==> src/rtl/serial_subtractor_if.sv <==
// serial_subtractor_if: request/result bundle for the bit-serial subtractor.
//   master : drives start, a, b, bin; observes busy, done, diff, bout (and ovf)
//   slave  : the subtractor side; observes the request, drives the result
//   start  : request, sampled only while the subtractor is idle
//   a, b   : minuend / subtrahend, WIDTH bits, sampled with start
//   bin    : borrow-in, sampled with start
//   busy   : high while bits are being resolved
//   done   : one-cycle pulse, diff/bout (and ovf) valid
//   diff   : a - b - bin modulo 2^WIDTH
//   bout   : final borrow, 1 iff a < b + bin (unsigned)
//   ovf    : signed overflow flag, present only with SERIAL_SUB_OVF_EN defined
interface serial_subtractor_if #(
  parameter int unsigned WIDTH = 8
);

  logic             start;
  logic [WIDTH-1:0] a;
  logic [WIDTH-1:0] b;
  logic             bin;
  logic             busy;
  logic             done;
  logic [WIDTH-1:0] diff;
  logic             bout;
`ifdef SERIAL_SUB_OVF_EN
  logic             ovf;
`endif

`ifdef SERIAL_SUB_OVF_EN
  modport master (
    output start, a, b, bin,
    input  busy, done, diff, bout, ovf
  );

  modport slave (
    input  start, a, b, bin,
    output busy, done, diff, bout, ovf
  );
`else
  modport master (
    output start, a, b, bin,
    input  busy, done, diff, bout
  );

  modport slave (
    input  start, a, b, bin,
    output busy, done, diff, bout
  );
`endif

endinterface : serial_subtractor_if

==> src/rtl/serial_subtractor.sv <==
// serial_subtractor: bit-serial WIDTH-bit subtractor, diff = a - b - bin.
//   Operands are latched on an accepted start, then one bit per clock is
//   resolved LSB first through a 1-bit full-subtractor cell and a borrow
//   flip-flop. Result bits enter diff from the MSB side so that after WIDTH
//   shifts the LSB sits at diff[0].
//
// Ports
//   clk  : rising-edge clock
//   rst  : asynchronous reset, active-high
//   bus  : serial_subtractor_if.slave (start, a, b, bin -> busy, done, diff,
//          bout, and ovf when enabled)
//
// Parameters
//   WIDTH : operand/result width, legal range 2..32
//
// Configuration macro
//   SERIAL_SUB_OVF_EN : adds the registered two's-complement overflow flag
//                       bus.ovf = (a[msb] ^ b[msb]) & (a[msb] ^ diff[msb]).
//
// Timing (start accepted on edge 0)
//   edges 1..WIDTH-1 : SHIFT, one bit per edge, busy=1
//   edge  WIDTH      : DONE cycle resolves the last bit; busy=0, done=1
//   edge  WIDTH+1    : done drops; a new start can be accepted here
module serial_subtractor #(
  parameter int unsigned WIDTH = 8
) (
  input  logic                clk,
  input  logic                rst,
  serial_subtractor_if.slave  bus
);

  localparam int unsigned CNT_W = (WIDTH > 2) ? $clog2(WIDTH) : 1;

  typedef enum logic [1:0] {
    IDLE  = 2'd0,
    SHIFT = 2'd1,
    DONE  = 2'd2
  } state_t;

  state_t           state;
  logic [WIDTH-1:0] a_sh;
  logic [WIDTH-1:0] b_sh;
  logic             brw;
  logic [CNT_W-1:0] cnt;
  logic [WIDTH-1:0] diff_q;
  logic             bout_q;
  logic             busy_q;
  logic             done_q;

  // full-subtractor cell outputs for the current LSB pair
  logic             d_c;
  logic             brw_nxt_c;

`ifdef SERIAL_SUB_OVF_EN
  logic             a_msb;
  logic             b_msb;
  logic             ovf_q;
`endif

  // 1-bit full subtractor: difference and borrow for a_sh[0] - b_sh[0] - brw
  always_comb begin
    d_c       = 1'b0;
    brw_nxt_c = 1'b0;
    d_c       = a_sh[0] ^ b_sh[0] ^ brw;
    brw_nxt_c = (~a_sh[0] & b_sh[0]) | (~(a_sh[0] ^ b_sh[0]) & brw);
  end

  // control FSM and datapath registers
  always_ff @(posedge clk or posedge rst) begin
    if (rst) begin
      state  <= IDLE;
      a_sh   <= '0;
      b_sh   <= '0;
      brw    <= 1'b0;
      cnt    <= '0;
      diff_q <= '0;
      bout_q <= 1'b0;
      busy_q <= 1'b0;
      done_q <= 1'b0;
`ifdef SERIAL_SUB_OVF_EN
      a_msb  <= 1'b0;
      b_msb  <= 1'b0;
      ovf_q  <= 1'b0;
`endif
    end else begin
      done_q <= 1'b0;
      case (state)
        IDLE: begin
          if (bus.start) begin
            a_sh   <= bus.a;
            b_sh   <= bus.b;
            brw    <= bus.bin;
            cnt    <= '0;
            diff_q <= '0;
            bout_q <= 1'b0;
            busy_q <= 1'b1;
`ifdef SERIAL_SUB_OVF_EN
            // operand sign bits are shifted away, so keep them for the flag
            a_msb  <= bus.a[WIDTH-1];
            b_msb  <= bus.b[WIDTH-1];
            ovf_q  <= 1'b0;
`endif
            state  <= SHIFT;
          end
        end

        SHIFT: begin
          a_sh   <= a_sh >> 1;
          b_sh   <= b_sh >> 1;
          brw    <= brw_nxt_c;
          diff_q <= {d_c, diff_q[WIDTH-1:1]};
          cnt    <= cnt + CNT_W'(1);
          // counter becomes WIDTH-1: one bit left, resolved in DONE
          if (cnt == CNT_W'(WIDTH - 2)) begin
            state <= DONE;
          end
        end

        DONE: begin
          // final bit; d_c is the result MSB
          a_sh   <= a_sh >> 1;
          b_sh   <= b_sh >> 1;
          brw    <= brw_nxt_c;
          diff_q <= {d_c, diff_q[WIDTH-1:1]};
          bout_q <= brw_nxt_c;
          busy_q <= 1'b0;
          done_q <= 1'b1;
`ifdef SERIAL_SUB_OVF_EN
          ovf_q  <= (a_msb ^ b_msb) & (a_msb ^ d_c);
`endif
          state  <= IDLE;
        end

        default: begin
          state  <= IDLE;
          busy_q <= 1'b0;
        end
      endcase
    end
  end

  // result drive
  assign bus.busy = busy_q;
  assign bus.done = done_q;
  assign bus.diff = diff_q;
  assign bus.bout = bout_q;
`ifdef SERIAL_SUB_OVF_EN
  assign bus.ovf  = ovf_q;
`endif

endmodule : serial_subtractor

==> src/flat_wrapper.sv <==
// flat-port wrapper written by rule: the top's interface ports become plain ports
module serial_subtractor_flat 
#(
  parameter int unsigned WIDTH = 8
)
  (clk, rst, bus_start, bus_a, bus_b, bus_bin, bus_busy, bus_done, bus_diff, bus_bout);
  serial_subtractor_if #(.WIDTH(WIDTH)) bus_i ();
  input  logic clk;
  input  logic rst;
  input wire logic [$bits(bus_i.start)-1:0] bus_start;
  input wire logic [$bits(bus_i.a)-1:0] bus_a;
  input wire logic [$bits(bus_i.b)-1:0] bus_b;
  input wire logic [$bits(bus_i.bin)-1:0] bus_bin;
  output wire logic [$bits(bus_i.busy)-1:0] bus_busy;
  output wire logic [$bits(bus_i.done)-1:0] bus_done;
  output wire logic [$bits(bus_i.diff)-1:0] bus_diff;
  output wire logic [$bits(bus_i.bout)-1:0] bus_bout;
  assign bus_i.start = bus_start;
  assign bus_i.a = bus_a;
  assign bus_i.b = bus_b;
  assign bus_i.bin = bus_bin;
  assign bus_busy = bus_i.busy;
  assign bus_done = bus_i.done;
  assign bus_diff = bus_i.diff;
  assign bus_bout = bus_i.bout;
  serial_subtractor #(.WIDTH(WIDTH)) u_core (.clk(clk), .rst(rst), .bus(bus_i));
endmodule
==> config.mk <==
export PLATFORM = sky130hd
export DESIGN_NAME = serial_subtractor_flat
export DESIGN_NICKNAME = d
export VERILOG_FILES = /design/src/rtl/serial_subtractor_if.sv /design/src/rtl/serial_subtractor.sv /design/src/flat_wrapper.sv
export SDC_FILE = /design/constraint.sdc
export NUM_CORES = 1
export LEC_CHECK = 0
export CAP_MARGIN = 25
export CORE_ASPECT_RATIO = 0.75
export CORE_MARGIN = 3
export CORE_UTILIZATION = 43
export CTS_CLUSTER_DIAMETER = 30
export DETAILED_ROUTE_END_ITERATION = 16
export PLACE_DENSITY = 0.77
export SLEW_MARGIN = 30
export SYNTH_ARGS = -nofsm -noshare
export SYNTH_HDL_FRONTEND = slang
export SYNTH_SLANG_ARGS = --single-unit
==> constraint.sdc <==
create_clock -name clk -period 1.9 [get_ports clk]
set_clock_uncertainty 0.05 [all_clocks]
set_input_delay 0.285 -clock clk [delete_from_list [all_inputs] [get_ports clk]]
set_output_delay 0.285 -clock clk [all_outputs]
set_load 0.1 [all_outputs]
**Word-level counts from Yosys, hierarchy flattened**

Cells that the tools add are included.

- Add/sub/neg operators: 1
- Eq/ne operators: 5
- Muxes and demuxes: 18
- Bitwise gates (word level): 8
- Reductions and logical operators: 10

Operators with widths:

| operator | number |
|---|---|
| case mux 8 bit (2 select lines) | 3 |
| two-way mux 8 bit | 3 |
| AND reduction 2 bit | 5 |
| case mux 1 bit (2 select lines) | 3 |
| case mux 3 bit (2 select lines) | 1 |
| nonzero test 2 bit | 3 |
| two-way mux 1 bit | 4 |
| two-way mux 2 bit | 2 |
| case mux 2 bit (2 select lines) | 1 |
| adder 3 x 1 -> 3 bit (second input constant) | 1 |
| equality test 3 bit (second input constant) | 1 |
| two-way mux 3 bit | 1 |
| inverter 1 bit | 3 |
| bitwise AND 1 bit | 2 |
| equality test 2 x 1 -> 1 bit (second input constant) | 1 |
| equality test 2 bit (second input constant) | 1 |
| logical NOT 2 bit | 1 |
| inequality test 2 x 1 -> 1 bit (second input constant) | 1 |
| inequality test 2 bit (second input constant) | 1 |
| OR reduction 2 bit | 1 |
| bitwise XOR 1 bit | 2 |
| OR 1 bit | 1 |

- Register bits: 33
- Input port bits: 20
- Output and inout bits: 11
- Word-level logic and storage cells: 51

**Longest topological paths before layout**

Gate-level depths: netlist of run 1.

- Word-level depth: 5
- Depth in mapped cells: 8
- Mapped depth without buffers: 5

**Worst setup path before layout of run 1**

OpenSTA, ideal clock, no wires.

- Kind: reg-to-reg
- Start point: register u_core.state[0]
- End point: register u_core.a_sh[4]
- Library setup time: 126 ps
- Arrival: 1410 ps
- Required time: 1724 ps
- Slack: 314 ps
- Cell stages (with the launch flop): 7
- Path buffers: 2
- Period minus slack after synthesis: 1586 ps
- Path through: dfrtp_1 -> inv_1 -> ha_1 -> buf_4 -> mux2i_2 -> buf_2 -> o21ai_2

- Longest elaborated chain between the ends: 4
- Elaborated cells on any way between the ends: 8
- Those cells by class: eq/ne: 3; mux: 1; reduce/logical: 4

Ends and longest elaborated chain:

| what | line | source |
|---|---|---|
| start: declaration | serial_subtractor.sv:40 | `state_t state;` |
| start signal: assignment | serial_subtractor.sv:71 | `state <= IDLE;` |
| start signal: assignment | serial_subtractor.sv:103 | `state <= SHIFT;` |
| start signal: assignment | serial_subtractor.sv:115 | `state <= DONE;` |
| equality test 2 bit or equality test 2 x 1 -> 1 bit (tied branches) | serial_subtractor.sv:87 | `case (state)` |
| OR reduction 2 bit (no line) | -- |  |
| nonzero test 2 bit (no line) | -- |  |
| AND reduction 2 bit (no line) | -- |  |
| end signal: assignment | serial_subtractor.sv:90 | `a_sh <= bus.a;` |
| end signal: assignment | serial_subtractor.sv:108 | `a_sh <= a_sh >> 1;` |
| end signal: assignment | serial_subtractor.sv:121 | `a_sh <= a_sh >> 1;` |
| end: declaration | serial_subtractor.sv:41 | `logic [WIDTH-1:0] a_sh;` |

Several ways; a longest one is shown, not always the timed one.
A chain may end at the register's enable or synchronous reset.

**Final worst setup path of run 1**

- Start point: register u_core.state[0]
- End point: register u_core.diff_q[1], in the netlist u_core.bus.diff[1]

- Longest elaborated chain between the ends: 4
- Elaborated cells on any way between the ends: 8
- Those cells by class: eq/ne: 3; mux: 1; reduce/logical: 4

Ends and longest elaborated chain:

| what | line | source |
|---|---|---|
| equality test 2 bit or equality test 2 x 1 -> 1 bit (tied branches) | serial_subtractor.sv:87 |  |
| OR reduction 2 bit (no line) | -- |  |
| nonzero test 2 bit (no line) | -- |  |
| AND reduction 2 bit (no line) | -- |  |
| end signal: assignment | serial_subtractor.sv:111 | `diff_q <= {d_c, diff_q[WIDTH-1:1]};` |
| end signal: assignment | serial_subtractor.sv:124 | `diff_q <= {d_c, diff_q[WIDTH-1:1]};` |
| end: declaration | serial_subtractor.sv:45 | `logic [WIDTH-1:0] diff_q;` |

Several ways; a longest one is shown, not always the timed one.

==> results.sh, run 1 <==
export IMPL_outcome="completed"
export IMPL_yosysSeqAreaShare_pct=48.67
export IMPL_root_buffer="clkbuf_8"
export IMPL_slew_viol_final=0
export IMPL_cts_hold_buf=0
export IMPL_relSlewSlack_pct=72.27
export IMPL_drt_iter0_drc=30
export IMPL_cts_resized=0
export IMPL_synth_seq_cells=33
export IMPL_rows=19
export IMPL_reg2reg_depth=6
export IMPL_tns_ns=0
export IMPL_muxShareOfSynthArea_pct=10.91
export IMPL_dieArea_sq_um=4743
export IMPL_grt_max_degree=39
export IMPL_htreeDepth=2
export IMPL_dieWidth_um=78.53
export IMPL_numCtsBuffers=5
export IMPL_synth_fp_nets=166
export IMPL_period_needed_ns=1.744
export IMPL_clkSlewWorstSetupHoldPaths_ns=0.07
export IMPL_cts_setup_buffers=0
export IMPL_min_path_type="input pin to asynchronous set/reset pin"
export IMPL_fmax_ghz=0.5734
export IMPL_max_cap_violations=0
export IMPL_setup_viol=0
export IMPL_routed_wl_mm=2.961
export IMPL_grt_setup_unrepaired="false"
export IMPL_antenna_found_initial=0
export IMPL_wl_per_cell_um=13.10
export IMPL_crit_required_ns=2.02
export IMPL_numPortBuffers=30
export IMPL_grt_pass1_vias=1182
export IMPL_r2r_start="u_core.state[0]"
export IMPL_first_pass_iters=4
export IMPL_antenna_cells=0
export IMPL_netlist_instances=139
export IMPL_yosys_area_share_simple_pct=10.84
export IMPL_synth_area_sq_um=1697
export IMPL_post_route_period_util_pct=91.79
export IMPL_synth_xor_area_share_pct=0
export IMPL_finalHoldViolCount=0
export IMPL_final_layout_size_suffix_gt1_share_pct=32.76
export IMPL_layout_commonest_cell="dfrtp_1"
export IMPL_crit_path_start_kind="flip-flop"
export IMPL_yosysUniqueCellTypes=26
export IMPL_syn_mean_instance_area_sq_um=12.21
export IMPL_core_area_sq_um=3732
export IMPL_cts_tree="done"
export IMPL_antenna_left=0
export IMPL_clock_sinks=33
export IMPL_critical_path_arrival_ns=1.86
export IMPL_ys_warn_count=0
export IMPL_worstSetupEndpointType="flip-flop"
export IMPL_worstMarginPinSlew_ns=0.4159
export IMPL_die_h_um=60.40
export IMPL_grt_first_pass_wirelength_mm=5.202
export IMPL_syn_to_final_growth_pct=22.86
export IMPL_place_gp_congestion=0.8222
export IMPL_io_pins=31
export IMPL_clkLatencyLatePin_ns=0.29
export IMPL_drc_errors=0
export IMPL_via_per_inst=4.973
export IMPL_r2r_end="u_core.bus.diff[1]"
export IMPL_initial_core_util_pct=45.46
export IMPL_critPathKind="flip-flop to flip-flop"
export IMPL_vias=1124
export IMPL_critPathMaxFanout=8
export IMPL_final_nets=200
export IMPL_final_cell_mix="dfrtp_1, clkdlybuf4s50_1, mux2i_1"
export IMPL_hpwl_mm=2.199
export IMPL_synth_top_family_by_area="compound AO/OA/AOI/OAI gates"
export IMPL_grt_ovfl_total=0
export IMPL_synth_compound_area_share_pct=17.04
export IMPL_clockBufferDepth=2
export IMPL_synth_fa_ha_area_share_pct=5.605
export IMPL_rrSetupSlack_ns=0.16
export IMPL_track_usage_pct=14.67
==> cell families (layout without fill, tap and decap cells) <==
family,Yosys count,after routing
flip-flops,33,33
multiplexers,18,18
buffers and inverters,15,50
AO/OA/AOI/OAI,37,37
AND/OR/NAND/NOR,29,29
adder cells (fa/ha/maj),7,7
==> state kept, by name, summed over array words and instances, names as in the netlist <==
name,flops
u_core.bus.diff,8
u_core.bus.done,1
u_core.brw,1
u_core.cnt,3
u_core.a_sh,8
u_core.bus.busy,1
u_core.b_sh,8
u_core.bus.bout,1
u_core.state,2
==> routing by layer <==
layer | global-route usage (%) | up-vias | wire length (um)
met3 | 6.973 | 6 | 164
met4 | 6.733 | 0 | 61
met1 | 16.71 | 543 | 1284
met5 | 0 | - | 0
met2 | 23.94 | 22 | 1450
li1 | - | 553 | -
==> worst max-delay path by stage <==
stage / end / startpoint / slack [ns]
floorplan: u_core.a_sh[4] / u_core.state[0] / 0.31
global placement: u_core.state[0] / bus_start / 0.21
detailed placement: u_core.state[0] / bus_start / 0.15
CTS: u_core.bus.diff[1] / u_core.state[0] / 0.13
global route: u_core.cnt[0] / u_core.state[0] / 0.004
finish: u_core.bus.diff[1] / u_core.state[0] / 0.16
==> critical path: stages, from the launching register on <==
cell	delay, ns
dfrtp_1	0.39
inv_1	0.11
ha_1	0.37
buf_4	0.22
nand2b_4	0.06
and2_4	0.19
a22o_1	0.24
==> cell usage after synthesis <==
library cell  number  area share (%)
dfrtp_1           33              49
mux2i_1           16             9.4
nand2_2           15             5.5
o21ai_2           15             7.7
a22o_1             9             4.6
inv_1              7             1.5
o21ai_1            7             2.1
ha_1               6             4.4
nand2_1            6             1.3
buf_6              3             2.0
nor2b_1            3             1.1
a31oi_1            2            0.74
buf_12             2             2.4
buf_2              2            0.59
nand2b_1           2            0.74
a21oi_1            1            0.29
a32o_1             1            0.59
and2_4             1            0.52
buf_4              1            0.44
fa_1               1             1.2
mux2_1             1            0.66
mux2i_2            1            0.81
nand2b_4           1            0.81
nor2b_4            1            0.81
o21a_1             1            0.44
o22a_1             1            0.52
==> final cells by class <==
| class | count | area [sq um] |
|---|---|---|
| Clock buffer | 6 | 72.57 |
| Clock inverter | 2 | 10.01 |
| Fill cell | 343 | 1648 |
| Inverter | 7 | 26.28 |
| Multi-Input combinational cell | 91 | 762.0 |
| Sequential cell | 33 | 825.8 |
| Tap cell | 52 | 65.06 |
| Timing Repair Buffer | 35 | 322.8 |
==> metrics by stage <==
step	setup WS, ns	area, sq um	utilization (%)	hold slack [ns]	cells
floorplan	0.3142	1697	-	0.3639	139
global placement	0.2069	2002	53.64	0.4133	218
detailed placement	0.1524	2002	53.64	0.4198	218
CTS	0.1328	2085	55.85	0.3389	226
global route	0.004312	2085	55.85	0.3844	226
finish	0.1560	2085	55.85	0.3327	226
Power of run 1 is not shown: default switching activity piles up to over one toggle a cycle in this logic, so the estimate is an artifact.
==> inputs of run 2 (changes only) <==
--- a/config.mk
+++ b/config.mk
@@ -9,7 +9,7 @@
 export CORE_ASPECT_RATIO = 0.75
 export CORE_MARGIN = 3
 export CORE_UTILIZATION = 43
-export CTS_CLUSTER_DIAMETER = 30
+export CTS_CLUSTER_DIAMETER = 150
 export DETAILED_ROUTE_END_ITERATION = 16
 export PLACE_DENSITY = 0.77
 export SLEW_MARGIN = 30
==> results of run 2 <==
The final DEF is identical to that of run 1; final timing and power are the same.
Power of run 2 is left out for the same reason.
